File: src/rtl/cla_nibble_serial_adder.sv
// Nibble-serial adder: one 4-bit carry-lookahead slice reused over WIDTH/4 cycles.
// Optional signed-overflow output enabled by defining CLA_SERIAL_OVF_EN.
module cla_nibble_serial_adder #(
    parameter int unsigned WIDTH = 16
) (
    input  logic             clk,
    input  logic             rst,
    input  logic             in_valid,
    output logic             in_ready,
    input  logic [WIDTH-1:0] a,
    input  logic [WIDTH-1:0] b,
    input  logic             cin,
    output logic             out_valid,
    input  logic             out_ready,
    output logic [WIDTH-1:0] sum,
    output logic             cout
`ifdef CLA_SERIAL_OVF_EN
    ,
    output logic             ovf
`endif
);

    localparam int unsigned NIBBLES = WIDTH / 4;
    localparam int unsigned IDX_W   = (NIBBLES > 1) ? $clog2(NIBBLES) : 1;
    localparam logic [IDX_W-1:0] LAST_IDX = IDX_W'(NIBBLES - 1);

    typedef enum logic [1:0] {
        IDLE = 2'd0,
        RUN  = 2'd1,
        DONE = 2'd2
    } state_t;

    state_t           state, state_d;
    logic [IDX_W-1:0] idx, idx_d;
    logic [WIDTH-1:0] op_a, op_a_d;
    logic [WIDTH-1:0] op_b, op_b_d;
    logic             carry, carry_d;
    logic [WIDTH-1:0] sum_d;
    logic             cout_d;
`ifdef CLA_SERIAL_OVF_EN
    logic             ovf_d;
`endif

    logic [3:0] nib_a, nib_b, g, p, s;
    logic [4:0] c;

    // Carry-lookahead slice on the current nibble, carries flattened to sum-of-products
    always_comb begin
        nib_a = op_a[4*idx +: 4];
        nib_b = op_b[4*idx +: 4];
        g     = nib_a & nib_b;
        p     = nib_a ^ nib_b;
        c[0]  = carry;
        c[1]  = g[0] | (p[0] & c[0]);
        c[2]  = g[1] | (p[1] & g[0]) | (p[1] & p[0] & c[0]);
        c[3]  = g[2] | (p[2] & g[1]) | (p[2] & p[1] & g[0]) | (p[2] & p[1] & p[0] & c[0]);
        c[4]  = g[3] | (p[3] & g[2]) | (p[3] & p[2] & g[1]) | (p[3] & p[2] & p[1] & g[0])
              | (p[3] & p[2] & p[1] & p[0] & c[0]);
        s     = p ^ c[3:0];
    end

    // Next-state and datapath updates
    always_comb begin
        state_d = state;
        idx_d   = idx;
        op_a_d  = op_a;
        op_b_d  = op_b;
        carry_d = carry;
        sum_d   = sum;
        cout_d  = cout;
`ifdef CLA_SERIAL_OVF_EN
        ovf_d   = ovf;
`endif
        case (state)
            IDLE: begin
                if (in_valid) begin
                    op_a_d  = a;
                    op_b_d  = b;
                    carry_d = cin;
                    idx_d   = '0;
                    state_d = RUN;
                end
            end
            RUN: begin
                sum_d[4*idx +: 4] = s;
                carry_d           = c[4];
                if (idx == LAST_IDX) begin
                    idx_d   = '0;
                    cout_d  = c[4];
`ifdef CLA_SERIAL_OVF_EN
                    ovf_d   = c[3] ^ c[4];
`endif
                    state_d = DONE;
                end else begin
                    idx_d = idx + IDX_W'(1);
                end
            end
            DONE: begin
                if (out_ready) begin
                    state_d = IDLE;
                end
            end
            default: state_d = IDLE;
        endcase
    end

    always_ff @(posedge clk) begin
        if (rst) begin
            state <= IDLE;
            idx   <= '0;
            op_a  <= '0;
            op_b  <= '0;
            carry <= 1'b0;
            sum   <= '0;
            cout  <= 1'b0;
`ifdef CLA_SERIAL_OVF_EN
            ovf   <= 1'b0;
`endif
        end else begin
            state <= state_d;
            idx   <= idx_d;
            op_a  <= op_a_d;
            op_b  <= op_b_d;
            carry <= carry_d;
            sum   <= sum_d;
            cout  <= cout_d;
`ifdef CLA_SERIAL_OVF_EN
            ovf   <= ovf_d;
`endif
        end
    end

    assign in_ready  = (state == IDLE);
    assign out_valid = (state == DONE);

endmodule

File: config.mk
export PLATFORM = sky130hd
export DESIGN_NAME = cla_nibble_serial_adder
export DESIGN_NICKNAME = d
export VERILOG_FILES = /design/src/rtl/cla_nibble_serial_adder.sv
export SDC_FILE = /design/constraint.sdc
export NUM_CORES = 1
export LEC_CHECK = 0
export CAP_MARGIN = 20
export CORE_UTILIZATION = 35
export CTS_CLUSTER_SIZE = 24
export DETAILED_ROUTE_END_ITERATION = 10
export PLACE_DENSITY = 0.62
export SLEW_MARGIN = 20
export SYNTH_ARGS = -nofsm -noshare
export SYNTH_HDL_FRONTEND = slang
export SYNTH_SLANG_ARGS = --single-unit
File: constraint.sdc
create_clock -name clk -period 3.46 [get_ports clk]
set_clock_uncertainty 0.2 [all_clocks]
set_input_delay 0.346 -clock clk [delete_from_list [all_inputs] [get_ports clk]]
set_output_delay 0.346 -clock clk [all_outputs]
set_load 0.05 [all_outputs]
==> reports/metrics.csv <==
metric,value,unit
detail_route.iter0.violations,103,
route.detailed.drc,0,
cts.sinks,54,
clk_latency,0.30,ns
p_comb_share,17.1,%
cap_violations,0,
p_sw,352,µW
htreeDepth,2,
clk_pin_slew,0.10,ns
diodes,0,
rsz0062_at_grt,no,
finalSetupViolCount,0,
ys_top_cells_by_count,"69 x nand2_1, 54 x dfxtp_1, 29 x a21oi_1",
seqPwrFrac,50.9,%
hold_viol,0,
grt_pass1_wl,9.56,mm
postCtsSetupRepairBufs,0,
worstMarginPinSlew,0.629,ns
initial_utilization,36.7,%
yosys-top-cells-area,"dfxtp_1 43%, nand2_1 10%, mux4_2 7.1%, a21oi_1 5.7%, ha_1 4.9%",
crit_fanout,8,
ys_async_sr_fraction,0,%
yosysUniqueCellTypes,42,
cts.hold.buffers_added,0,
hold_path_class,reg -> reg,
syn-cell-area,2540,µm²
drtAntennaViolNets,0,
synth-seq-cells,54,
vias,2006,
cts_buffers,5,
syn_nets,316,
switching_share,26.7,%
irDropWorstVdd,0.171,mV
crit_required,3.44,ns
core_area,6910,µm²
cts_tree,yes,
die_height,87.1,µm
viasPerCell,4.83,
leakage,1.20,nW
grt_start_max_net_pins,35,
area_growth,27.2,%
status,finished clean,
wire_per_inst,13.6,µm
slew_viol_final,0,
synth_most_common_cell,nand2_1,
yosys.area.top_type,dfxtp_1,
cts_root_buffer,clkbuf_8,
period_needed,2.77,ns
gr-usage-all-layers,16.3,%
finalSetupTns,0,ns
cts_buffer_depth,2,
io_buffers,55,
synth_area_per_cell,9.47,µm²
end_kind,flip-flop,
worstPathArrival,2.75,ns
wirelength,5.66,mm
yosysSeqAreaShare,42.6,%
grt_pass1_vias,2028,
synth_edf_count,0,
row_count,30,
netlist_instances,268,
yosys_warnings,0,
die-area,7590,µm²
pin_count,56,
power.internal,968,µW
layout.nets,366,
power.density,409,nW/µm²
period_share,80.2,%
grt_overflow,0,
die_w,87.1,µm
drtPass1Iterations,4,
gp_congestion,0.782,
netlist.area_leader.share,42.6,%
layout-drive-gt1-share,13.2,%
fmax,0.361,GHz
antenna_found_initial,0,
cp-start-kind,flip-flop,
synth_ff_type,dfxtp_1,
hpwl,4.10,mm
post_cts_resized,0,
slew_headroom,58.1,%
total_power,1.32,mW
num-fill-cells,706,
crit_type,reg -> reg,
clkPwrFrac,31.9,%
-- worst max-delay path, cell delays in order (launching register included) --
cell and delay (ns):
dfxtp_1 0.62, mux4_2 0.61, ha_1 0.31, a211o_1 0.35, a31oi_4 0.20, xor2_2 0.26, o31ai_2 0.10
-- sequential cells by signal, indices dropped and copies added, names as in the netlist --
| signal | cells |
|---|---|
| op_b | 16 |
| op_a | 16 |
| idx | 2 |
| sum | 16 |
| cout | 1 |
| state | 2 |
| carry | 1 |
-- final cells by class --
| cell class | instances | area, µm² | share of cell area [%] |
|---|---|---|---|
| sequential | 54 | 1080 | 33.5 |
| inverter | 4 | 15.0 | 0.465 |
| clock buffer | 5 | 68.8 | 2.13 |
| multi-input combinational | 194 | 1330 | 41.1 |
| timing repair buffer | 59 | 576 | 17.8 |
| tap | 96 | 120 | 3.72 |
| clock inverter | 3 | 40.0 | 1.24 |
-- worst paths after layout --
| check | slack, ns | cells after the start | endpoint | from |
|---|---|---|---|---|
| hold reg to reg | 0.26 | 2 | op_a[4]$_SDFFE_PP0P_ | op_a[4]$_SDFFE_PP0P_ |
| setup / recovery | 0.69 | 6 | sum[15]$_SDFFE_PP0P_ | idx[0]$_SDFFE_PP0P_ |
| hold / removal | 0.26 | 2 | op_a[4]$_SDFFE_PP0P_ | op_a[4]$_SDFFE_PP0P_ |
| setup reg to reg | 0.69 | 6 | sum[15]$_SDFFE_PP0P_ | idx[0]$_SDFFE_PP0P_ |
-- through the flow --
step                utilization [%]  setup slack (ns)  area, µm²  hold WS [ns]  std cells
global route                   46.7             0.461       3230         0.282        415
finish                         46.7             0.686       3230         0.259        415
detailed placement             45.2             0.673       3120         0.248        407
global placement               45.2             0.724       3120         0.246        407
CTS                            46.7             0.658       3230         0.262        415
floorplan                         -             0.865       2540         0.233        268
-- placed cells by master (no fill, tap or decap), types with 5 or more instances in the layout --
master and count:
a22oi_1 8, nand3b_1 5, a21oi_2 9, mux4_2 8
clkdlybuf4s50_1 54, dfxtp_1 54, nor2_1 15, ha_1 10
clkbuf_8 5, a21oi_1 29, nand2b_1 9, nand2_1 69
-- cells by family (layout without fill, tap and decap cells) --
kind of cell / count (synthesis) / in the layout / share of synthesized area (%)
AO/OA/AOI/OAI: 61 / 61 / 16.5
XOR/XNOR: 2 / 2 / 0.986
adder cells (fa/ha/maj): 11 / 11 / 5.72
buffers and inverters: 20 / 71 / 5.08
flip-flops: 54 / 54 / 42.6
multiplexers: 8 / 8 / 7.10
AND/OR/NAND/NOR: 112 / 112 / 22.0
-- per-layer routing --
metal | vias to the layer above | GRT usage, % | wire length (µm)
met5 | - | 0 | 0
met1 | 930 | 20.2 | 2630
met2 | 49 | 29.0 | 2800
met3 | 2 | 3.41 | 209
li1 | 1025 | - | -
met4 | 0 | 4.02 | 17
-- power by group through the flow --
stage          clock (mW)  combinational (mW)  sequential [mW]
6_report            0.421               0.226            0.672
2_1_floorplan           0               0.153            0.686
3_3_place_gp            0               0.224            0.687
4_1_cts             0.426               0.228            0.673
5_1_grt             0.449               0.249            0.677
3_5_place_dp            0               0.226            0.687
Note: power is estimated with default switching activity, not from simulation.
